==> config.mk <==
export PLATFORM = sky130hd
export DESIGN_NAME = muldiv_ctrl_flat
export DESIGN_NICKNAME = d
export VERILOG_FILES = /design/src/rtl/muldiv_ctrl_if.sv /design/src/rtl/muldiv_ctrl.sv /design/src/flat_wrapper.sv
export SDC_FILE = /design/constraint.sdc
export NUM_CORES = 1
export LEC_CHECK = 0
export BUFFER_PORTS_ARGS = -buffer_cell sky130_fd_sc_hd__buf_2
export CAP_MARGIN = 10
export CORE_MARGIN = 5
export CORE_UTILIZATION = 66
export CTS_CLUSTER_SIZE = 20
export DETAILED_ROUTE_END_ITERATION = 7
export PLACE_DENSITY = 0.89
export RECOVER_POWER = 25
export REMOVE_ABC_BUFFERS = 1
export SLEW_MARGIN = 20
export SYNTH_ARGS = -nofsm -noshare
export SYNTH_HDL_FRONTEND = slang
export SYNTH_SLANG_ARGS = --single-unit
==> constraint.sdc <==
create_clock -name clk -period 8.1 [get_ports clk]
set_input_delay 1.62 -clock clk [delete_from_list [all_inputs] [get_ports clk]]
set_output_delay 1.62 -clock clk [all_outputs]
set_load 0.02 [all_outputs]
==> src/rtl/muldiv_ctrl_if.sv <==
// Operation bus between the EX stage and the multiply sequencer.
// Signal prefixes are from the sequencer's point of view.
interface muldiv_ctrl_if #(
    parameter int WIDTH = 32
);
    logic                   i_op_valid;
    logic [2:0]             i_op;
    logic [WIDTH-1:0]       i_rs_val;
    logic [WIDTH-1:0]       i_rt_val;
    logic                   i_flush;
    logic                   o_stall;
    logic                   o_busy;
    logic [1:0]             o_hilo_mode;
    logic [2*WIDTH-1:0]     o_product;

    modport master (
        output i_op_valid, i_op, i_rs_val, i_rt_val, i_flush,
        input  o_stall, o_busy, o_hilo_mode, o_product
    );

    modport slave (
        input  i_op_valid, i_op, i_rs_val, i_rt_val, i_flush,
        output o_stall, o_busy, o_hilo_mode, o_product
    );
endinterface

==> src/rtl/muldiv_ctrl.sv <==
// HI/LO multiply sequencer: 32-iteration shift-add multiplier that issues a
// one-cycle load/accumulate command to HiLo and stalls EX while it is busy.
module muldiv_ctrl #(
    parameter int WIDTH = 32
) (
    input  logic            clk,
    input  logic            reset,
    muldiv_ctrl_if.slave    bus
);
    localparam int            CW   = $clog2(WIDTH) + 1;
    localparam logic [CW-1:0] LAST = CW'(WIDTH - 1);

    localparam logic [2:0] OP_MULTU = 3'b001;
    localparam logic [2:0] OP_MULT  = 3'b010;
    localparam logic [2:0] OP_MADDU = 3'b011;

    typedef enum logic [1:0] {
        S_IDLE = 2'd0,
        S_RUN  = 2'd1,
        S_DONE = 2'd2
    } state_t;

    state_t                 r_state;
    state_t                 w_state_nx;
    logic                   w_accept;
    logic                   w_last;
    logic                   w_is_mul;
    logic                   w_sign;
    logic [WIDTH-1:0]       w_rs_mag;
    logic [WIDTH-1:0]       w_rt_mag;
    logic [2*WIDTH-1:0]     w_addend;
    logic [2*WIDTH-1:0]     w_acc_sum;
    logic [2*WIDTH-1:0]     w_final;

    logic [2*WIDTH-1:0]     r_mcand;
    logic [WIDTH-1:0]       r_mlt;
    logic [2*WIDTH-1:0]     r_acc;
    logic [CW-1:0]          r_count;
    logic                   r_neg;
    logic                   r_madd;
    logic                   r_busy;
    logic [1:0]             r_mode;
    logic [2*WIDTH-1:0]     r_product;

    // Magnitude of a two's-complement value; the most negative value maps to 2^(WIDTH-1).
    function automatic logic [WIDTH-1:0] magnitude(input logic [WIDTH-1:0] v, input logic is_signed);
        return (is_signed && v[WIDTH-1]) ? (~v + WIDTH'(1)) : v;
    endfunction

    assign w_is_mul  = (bus.i_op == OP_MULTU) || (bus.i_op == OP_MULT) || (bus.i_op == OP_MADDU);
    assign w_rs_mag  = magnitude(bus.i_rs_val, bus.i_op == OP_MULT);
    assign w_rt_mag  = magnitude(bus.i_rt_val, bus.i_op == OP_MULT);
    assign w_sign    = (bus.i_op == OP_MULT) && (bus.i_rs_val[WIDTH-1] ^ bus.i_rt_val[WIDTH-1]);
    assign w_addend  = r_mlt[0] ? r_mcand : {(2*WIDTH){1'b0}};
    assign w_acc_sum = r_acc + w_addend;
    assign w_final   = r_neg ? (~w_acc_sum + (2*WIDTH)'(1)) : w_acc_sum;

    // Stall is combinational so a held op is released in the first IDLE cycle.
    assign bus.o_stall     = bus.i_op_valid && (r_state != S_IDLE);
    assign bus.o_busy      = r_busy;
    assign bus.o_hilo_mode = r_mode;
    assign bus.o_product   = r_product;

    // State register.
    always_ff @(posedge clk) begin
        if (reset) begin
            r_state <= S_IDLE;
        end else begin
            r_state <= w_state_nx;
        end
    end

    // Next-state decode; w_last marks the final iteration that produces the result.
    always_comb begin
        w_state_nx = r_state;
        w_accept   = 1'b0;
        w_last     = 1'b0;
        case (r_state)
            S_IDLE: begin
                if (bus.i_op_valid && !bus.i_flush && w_is_mul) begin
                    w_accept   = 1'b1;
                    w_state_nx = S_RUN;
                end else begin
                    w_state_nx = S_IDLE;
                end
            end
            S_RUN: begin
                if (bus.i_flush) begin
                    w_state_nx = S_IDLE;
                end else if (r_count == LAST) begin
                    w_last     = 1'b1;
                    w_state_nx = S_DONE;
                end else begin
                    w_state_nx = S_RUN;
                end
            end
            S_DONE:  w_state_nx = S_IDLE;
            default: w_state_nx = S_IDLE;
        endcase
    end

    // Shift-add datapath; the multiplicand register shifts instead of using a barrel shifter.
    always_ff @(posedge clk) begin
        if (reset) begin
            r_mcand <= {(2*WIDTH){1'b0}};
            r_mlt   <= {WIDTH{1'b0}};
            r_acc   <= {(2*WIDTH){1'b0}};
            r_count <= {CW{1'b0}};
            r_neg   <= 1'b0;
            r_madd  <= 1'b0;
        end else if (w_accept) begin
            r_mcand <= {{WIDTH{1'b0}}, w_rs_mag};
            r_mlt   <= w_rt_mag;
            r_acc   <= {(2*WIDTH){1'b0}};
            r_count <= {CW{1'b0}};
            r_neg   <= w_sign;
            r_madd  <= (bus.i_op == OP_MADDU);
        end else if (r_state == S_RUN) begin
            r_acc   <= w_acc_sum;
            r_mcand <= r_mcand << 1;
            r_mlt   <= r_mlt >> 1;
            r_count <= r_count + CW'(1);
        end else begin
            r_acc   <= r_acc;
        end
    end

    // Registered outputs: busy follows the next state, the HiLo command is live only in DONE.
    always_ff @(posedge clk) begin
        if (reset) begin
            r_busy    <= 1'b0;
            r_mode    <= 2'b00;
            r_product <= {(2*WIDTH){1'b0}};
        end else begin
            r_busy <= (w_state_nx != S_IDLE);
            if (w_last) begin
                r_mode    <= r_madd ? 2'b10 : 2'b01;
                r_product <= w_final;
            end else begin
                r_mode    <= 2'b00;
                r_product <= {(2*WIDTH){1'b0}};
            end
        end
    end
endmodule

==> src/flat_wrapper.sv <==
// flat-port wrapper written by rule: the top's interface ports become plain ports
module muldiv_ctrl_flat 
#(
    parameter int WIDTH = 32
)
  (clk, reset, bus_i_op_valid, bus_i_op, bus_i_rs_val, bus_i_rt_val, bus_i_flush, bus_o_stall, bus_o_busy, bus_o_hilo_mode, bus_o_product);
  muldiv_ctrl_if #(.WIDTH(WIDTH)) bus_i ();
  input  logic clk;
  input  logic reset;
  input wire logic [$bits(bus_i.i_op_valid)-1:0] bus_i_op_valid;
  input wire logic [$bits(bus_i.i_op)-1:0] bus_i_op;
  input wire logic [$bits(bus_i.i_rs_val)-1:0] bus_i_rs_val;
  input wire logic [$bits(bus_i.i_rt_val)-1:0] bus_i_rt_val;
  input wire logic [$bits(bus_i.i_flush)-1:0] bus_i_flush;
  output wire logic [$bits(bus_i.o_stall)-1:0] bus_o_stall;
  output wire logic [$bits(bus_i.o_busy)-1:0] bus_o_busy;
  output wire logic [$bits(bus_i.o_hilo_mode)-1:0] bus_o_hilo_mode;
  output wire logic [$bits(bus_i.o_product)-1:0] bus_o_product;
  assign bus_i.i_op_valid = bus_i_op_valid;
  assign bus_i.i_op = bus_i_op;
  assign bus_i.i_rs_val = bus_i_rs_val;
  assign bus_i.i_rt_val = bus_i_rt_val;
  assign bus_i.i_flush = bus_i_flush;
  assign bus_o_stall = bus_i.o_stall;
  assign bus_o_busy = bus_i.o_busy;
  assign bus_o_hilo_mode = bus_i.o_hilo_mode;
  assign bus_o_product = bus_i.o_product;
  muldiv_ctrl #(.WIDTH(WIDTH)) u_core (.clk(clk), .reset(reset), .bus(bus_i));
endmodule
==> impl_results.md, run 1 <==
* R2r startpoint: u_core.r_mlt[0]
* Sequential Power Share at 0.443
* Pin count of the biggest net entering global routing at about 100
* Number of synthesized flops with an enable pin at 0
* Final Hold Viols at 0
* Switching share of power at 0.250
* Clk Latency, worst-skew pair at roughly 540 ps
* CP Launch Type: input port
* Vias per Instance at 6.31
* PnR worst setup slack at around 2200 ps
* CTS tree: yes
* FF+latch count, synth at about 240
* Highest Clock Rate at ~170 MHz
* Top Usage Layer GRT: met2
* Critical Path Start: reset
* Antenna Cells at 0
* Critical setup path kind: input port to register
* Vias at ~16,000
* Clock-pin slew on the worst setup and hold paths at about 70 ps
* # IOs at between 100 and 150
* Area grow syn2layout at 9.92%
* Main combinational cell family by area after synthesis: simple AND/OR/NAND/NOR gates
* Layout Skew at around 13 ps
* Total chip power at roughly 2700 uW
* Final setup vio count at 0
* Die Wd at around 170 um
* Cell taking the most area after synthesis: dfxtp_1
* Placed Area at between 15,000 and 20,000 sq um
* Rel. slew slack at -1.06
* CTS Hold Bufs at 0
* Worst R2R Path Depth at 17
* Simple-Gate Fraction of Synth Area at 0.283
* FF-to-FF setup slack at approximately 2900 ps
* Vias in the first global route at around 15,000
* Routed len/inst at between 15 and 20 um
* RSZ-0062 raised after global routing: no
* CP Capture Type: register
* Synth Area in Adders at 0.0539
* Cells on Worst Hold Path at 1
* Dpl hpwl at 34.0 mm
* Outcome: finished with violations
* Post-synthesis mux area share at 0.00455
* Global-route congestion overflow total at 0
* Synth Cell Area at 15,900 sq um
* Int Pwr at just over 2000 uW
* Max cap viols at 2
* # clock sinks at roughly 240
* H-tree depth at 1
* CP max FO at 70
* Critical Path End: u_core.r_acc[42]
* Syn Inst Count at roughly 2,200
* Arr. time, crit path at about 6200 ps
* Period utilisation layout at 0.725
* YS warnings at 0
* Switching power at ~680 uW
* Post-synth top area share at 0.298
* Post-CTS Setup Repair Bufs at 0
* Post-route design area at 17,500 sq um
* # port buffers at ~140
* Final min period at about 5900 ps
* Clk pwr share at 0.483
* Syn avg cell area at approximately 7.3 sq um
* Reg-to-reg endpoint: u_core.bus.o_product[62]
* Clk buf depth at 3
* First-pass GRT wire length at roughly 76 mm
* Combinational share of power at 0.075
* Final Net Count at ~2,400
* Largest cells by area after synthesis: dfxtp_1 30%, nand2_1 10%, a21oi_1 7.1%
* Place WS at just over 3000 ps
* Core area at roughly 24,000 sq um
* Routed Antenna Nets at 0
* Worst Tran Pin Value at approximately 3100 ps
* Class of the worst hold path: register to register
* Die Area at 27,400 sq um
* CTS Buf Count at 26
* Post-Route WL at around 47 mm
* Gr usage total at 0.338
* Share of cells above drive strength 1 at 0.0779
* Met1 GRT Util at 0.498
* Met3 Usage GRT at 0.0566
* Compound-Gate Fraction of Synth Area at 0.233
* Total iterations of the first detailed-routing run at 5
* CTS root buf: clkbuf_16
* Top_reg_cell synth: dfxtp_1
* Distinct cells, synth at 89
* Pwr per Cell Area at around 150 nW/um^2
* RePlAce Congestion at just under 1
* Sequential share of the synthesized area at 0.298
* CP required at approximately 8500 ps
* GR Util met2 at 0.513
* Final Slew Violations at ~110
* Post-synth ARST share at 0
* DR iter-0 viols at slightly above 2,000
* Resize count post-CTS at 0
* Starting Density at 0.675
* Post-route DRC at 0
* Static Leak at between 0.006 and 0.007 uW
* DIE HEIGHT at ~170 um
* Failing checks: capacitance limit, slew limit
* Row count at between 50 and 60
* Peak VDD IR at roughly 0.00016 V
* Synth Area in XOR/XNOR at 0.0907
* Initial antenna violation count at 0
power groups by stage:
stage / clock network, uW / logic, uW / registers, uW
3_3_place_gp: 0 / 192 / 1220
4_1_cts: 1310 / 199 / 1200
3_5_place_dp: 0 / 197 / 1220
6_report: 1310 / 202 / 1200
2_1_floorplan: 0 / 125 / 1220
5_1_grt: 1370 / 221 / 1200
cell type report:
type | instances | area [sq um]
Tap cell | 319 | 399
Timing Repair Buffer | 150 | 692
Fill cell | 1886 | 6090
Clock buffer | 31 | 731
Sequential cell | 237 | 4750
Inverter | 29 | 109
Multi-Input combinational cell | 1794 | 10600
Clock inverter | 17 | 220
Yosys cell counts, types with 40 or more instances:
cell and number:
o21ai_0 78, nand2_1 426, dfxtp_1 237, ha_1 67, nor3_1 40, xor2_1 97
xnor2_1 68, nor2_1 264, and2_1 75, clkbuf_1 107, a311oi_1 64, a21oi_1 225
logic make-up after synthesis:
kind of cell / Yosys count
and+or+nand+nor: 989
AOI/OAI and AO/OA: 565
DFF: 237
xor gates and xnor gates: 165
buffers and inverters: 156
adders and majority gates: 68
muxes: 7
flip-flops by register name, summed over array words and instances (netlist names):
signal / flops
u_core.bus.o_busy: 1
u_core.bus.o_hilo_mode: 2
u_core.bus.o_product: 64
u_core.r_acc: 64
u_core.r_count: 6
u_core.r_madd: 1
u_core.r_mcand: 64
u_core.r_mlt: 32
u_core.r_neg: 1
u_core.r_state: 2
cell usage in the layout, fill, tap and decap left out, types with 10 or more instances in the layout:
cell | Yosys | layout
nand2_1 | 426 | 425
nor2_1 | 264 | 264
dfxtp_1 | 237 | 236
a21oi_1 | 225 | 225
xor2_1 | 97 | 97
o21ai_0 | 78 | 78
and2_1 | 75 | 75
buf_2 | 8 | 70
clkbuf_1 | 107 | 69
xnor2_1 | 68 | 68
ha_1 | 67 | 67
a311oi_1 | 64 | 64
nor3_1 | 40 | 40
nand4_1 | 37 | 37
nand3_1 | 33 | 33
o31ai_1 | 31 | 31
inv_1 | 29 | 29
clkbuf_16 | 0 | 27
nor4_1 | 22 | 22
o21ai_1 | 22 | 22
a211oi_1 | 22 | 21
a21o_1 | 20 | 20
or3_1 | 19 | 19
nand2b_1 | 14 | 13
o21bai_1 | 11 | 11
buf_4 | 0 | 11
o21a_1 | 10 | 10
o211ai_1 | 10 | 10
worst min path at each step:
stage / from / endpoint / slack [ps]
after CTS: u_core.r_madd / u_core.bus.o_hilo_mode[0] / 440
final: u_core.r_madd / u_core.bus.o_hilo_mode[0] / 450
after global routing: u_core.r_madd / u_core.bus.o_hilo_mode[0] / 470
after global placement: u_core.r_madd / u_core.bus.o_hilo_mode[0] / 430
after floorplan: u_core.r_madd / u_core.bus.o_hilo_mode[0] / 410
after detailed placement: u_core.r_madd / u_core.bus.o_hilo_mode[0] / 430
routing by layer:
layer | wire, um | vias up
met5 | 0 | -
met4 | 1180 | 0
met3 | 5060 | 101
met2 | 19800 | 812
met1 | 21200 | 7550
li1 | - | 7804
worst max-delay path: stages:
cell	delay (ps)
buf_2	70
clkbuf_1	2150
nand2b_1	1440
buf_4	780
a211oi_1	130
through the flow:
stage | hold WS, ps | instances | util | TNS, ps
after floorplan | 406 | 2060 | - | -173780
after global placement | 429 | 2529 | 0.705 | 0
after detailed placement | 431 | 2529 | 0.705 | 0
after CTS | 440 | 2577 | 0.746 | 0
after global routing | 470 | 2577 | 0.742 | 0
final | 450 | 2577 | 0.742 | 0
Note: power is estimated with default switching activity, not from simulation.
==> run 2: changes to the inputs <==
--- a/config.mk
+++ b/config.mk
@@ -8,10 +8,10 @@
 export BUFFER_PORTS_ARGS = -buffer_cell sky130_fd_sc_hd__buf_2
 export CAP_MARGIN = 10
 export CORE_MARGIN = 5
-export CORE_UTILIZATION = 66
+export CORE_UTILIZATION = 55
 export CTS_CLUSTER_SIZE = 20
 export DETAILED_ROUTE_END_ITERATION = 7
-export PLACE_DENSITY = 0.89
+export PLACE_DENSITY = 0.79
 export RECOVER_POWER = 25
 export REMOVE_ABC_BUFFERS = 1
 export SLEW_MARGIN = 20
==> constraint.sdc (replaced) <==
create_clock -name clk -period 4.8 [get_ports clk]
set_input_delay 0.96 -clock clk [delete_from_list [all_inputs] [get_ports clk]]
set_output_delay 0.96 -clock clk [all_outputs]
set_load 0.02 [all_outputs]
==> impl_results.md, run 2 (synthesis gave the netlist of run 1 again) <==
* Outcome: finished with violations
* Failing checks: capacitance limit, slew limit
* Hold Slack at 447 ps
* CTS root buf: clkbuf_16
* Die Area at roughly 32,000 sq um
* Starting Density at 0.557
* Final min period at roughly 4600 ps
* Post-route design area at 17,900 sq um
* Commonest non-fill, non-tap cell in the layout: nand2_1
* Vias in the first global route at about 15,000
* FF-to-FF setup slack at 250 ps
* Layout Skew at ~32 ps
* Routed len/inst at between 15 and 20 um
* Dpl cells at 2,632
* Crit path max-delay cell type: a211oi_4
* Global-route congestion overflow total at 0
* Highest Clock Rate at 220 MHz
* Area grow syn2layout at 12.6%
* Share of cells above drive strength 1 at 0.0963
* Arr. time, crit path at 4970 ps
* Post-route DRC at 0
* Dpl hpwl at roughly 35 mm
* Peak VDD IR at 0.000235 V
* Antenna Cells at 0
* Final Non-Filler Cells at roughly 2,700
* Setup TNS at 0 ps
* Vias per Instance at between 6 and 7
* First-pass GRT wire length at roughly 76 mm
* Core area at roughly 29,000 sq um
* Vias at 16,300
* Clock-pin slew on the worst setup and hold paths at roughly 60 ps
* # IOs at about 140
* CP peak stage delay at slightly above 500 ps
* Max cap viols at 1
* # port buffers at about 140
* Die Wd at 180 um
* CP cell instances: buf_12, nand2_1, fa_1, nand2b_1, a211oi_4, o21a_1, o21ai_2, and2_1, o311a_1, nand4bb_1, nor4_4, buf_4, nand4_4, o31ai_1, xor2_1, nor2_1
* Rel. slew slack at -0.168
* CP Capture Type: register
* Initial antenna violation count at 0
* Post-Route WL at approximately 47 mm
* Clk Latency, worst-skew pair at about 560 ps
* CP required at roughly 5200 ps
* CTS tree: yes
* Pin count of the biggest net entering global routing at ~90
* DIE HEIGHT at about 180 um
* Pwr per Cell Area at around 240 nW/um^2
* Worst Tran Pin Value at 1750 ps
* Final Hold Viols at 0
* DR iter-0 viols at 1,659
* H-tree depth at 1
* Class of the worst hold path: register to register
* Period utilisation layout at 0.949
* CP Launch Type: register
* Row count at 62
* Static Leak at approximately 0.0068 uW
* Gr usage total at 0.275
* Final Slew Violations at 45
* Placed Area at about 17,000 sq um
* Clk buf depth at 3
* CTS Buf Count at 27
* Final Net Count at about 2,400
* Total chip power at 4370 uW
* Commonest non-fill, non-tap cells in the layout: 426 x nand2_1, 264 x nor2_1, 236 x dfxtp_1
* Routed Antenna Nets at 0
* CTS Hold Bufs at 0
* Final setup vio count at 0
* Total iterations of the first detailed-routing run at 6
* # clock sinks at around 240
* CP max FO at 63
* RePlAce Congestion at approximately 0.99
* Critical setup path kind: register to register
-- run 2: path summary, 6_finish.rpt --
path,startpoint,cells past startpoint,endpoint
hold / removal,u_core.r_madd,1,u_core.bus.o_hilo_mode[0]
setup reg to reg,u_core.r_mlt[0],16,u_core.bus.o_product[55]
hold reg to reg,u_core.r_madd,1,u_core.bus.o_hilo_mode[0]
setup / recovery,u_core.r_mlt[0],16,u_core.bus.o_product[55]
-- run 2: layout make-up --
cell class / instances / area [sq um]
tap: 384 / 480
clock inverter: 8 / 76.3
sequential: 237 / 4750
fill: 2597 / 10700
clock buffer: 40 / 754
multi-input combinational: 1794 / 10700
timing repair buffer: 197 / 1060
inverter: 29 / 109
-- run 2: critical path: cells and delay by family, from the launching register on --
kind	cells	cell delay, ps
compound gates	5	1620
simple gates	7	1300
buf+inv	2	430
flops	1	410
xor+xnor	1	190
fa+ha+maj	1	430
-- run 2: layer usage --
layer / track usage / up-vias / wire length [um]
met1: 0.412 / 7560 / 21900
met3: 0.0525 / 72 / 4920
met2: 0.412 / 743 / 19500
li1: - / 7909 / -
met4: 0.0575 / 0 / 909
met5: 0 / - / 0
-- run 2: stage by stage --
stage / util / setup WS [ps]
after global routing: 0.627 / -26.7
final: 0.627 / 245
after global placement: 0.595 / 269
after CTS: 0.624 / 66.9
after detailed placement: 0.595 / 81.8
after floorplan: - / -4520
-- run 2: where the power goes --
part	switching [uW]	internal [uW]	leakage, uW	total, uW
clock network	837	1140	0.000409	1980
registers	25.9	2000	0.00192	2020
logic	235	134	0.00451	369
total	1100	3270	0.00684	4370
-- run 2: what timing repair did --
action,CTS,global route
setup buffers,0,9
gates resized for setup,0,15
setup endpoints to repair,0,27
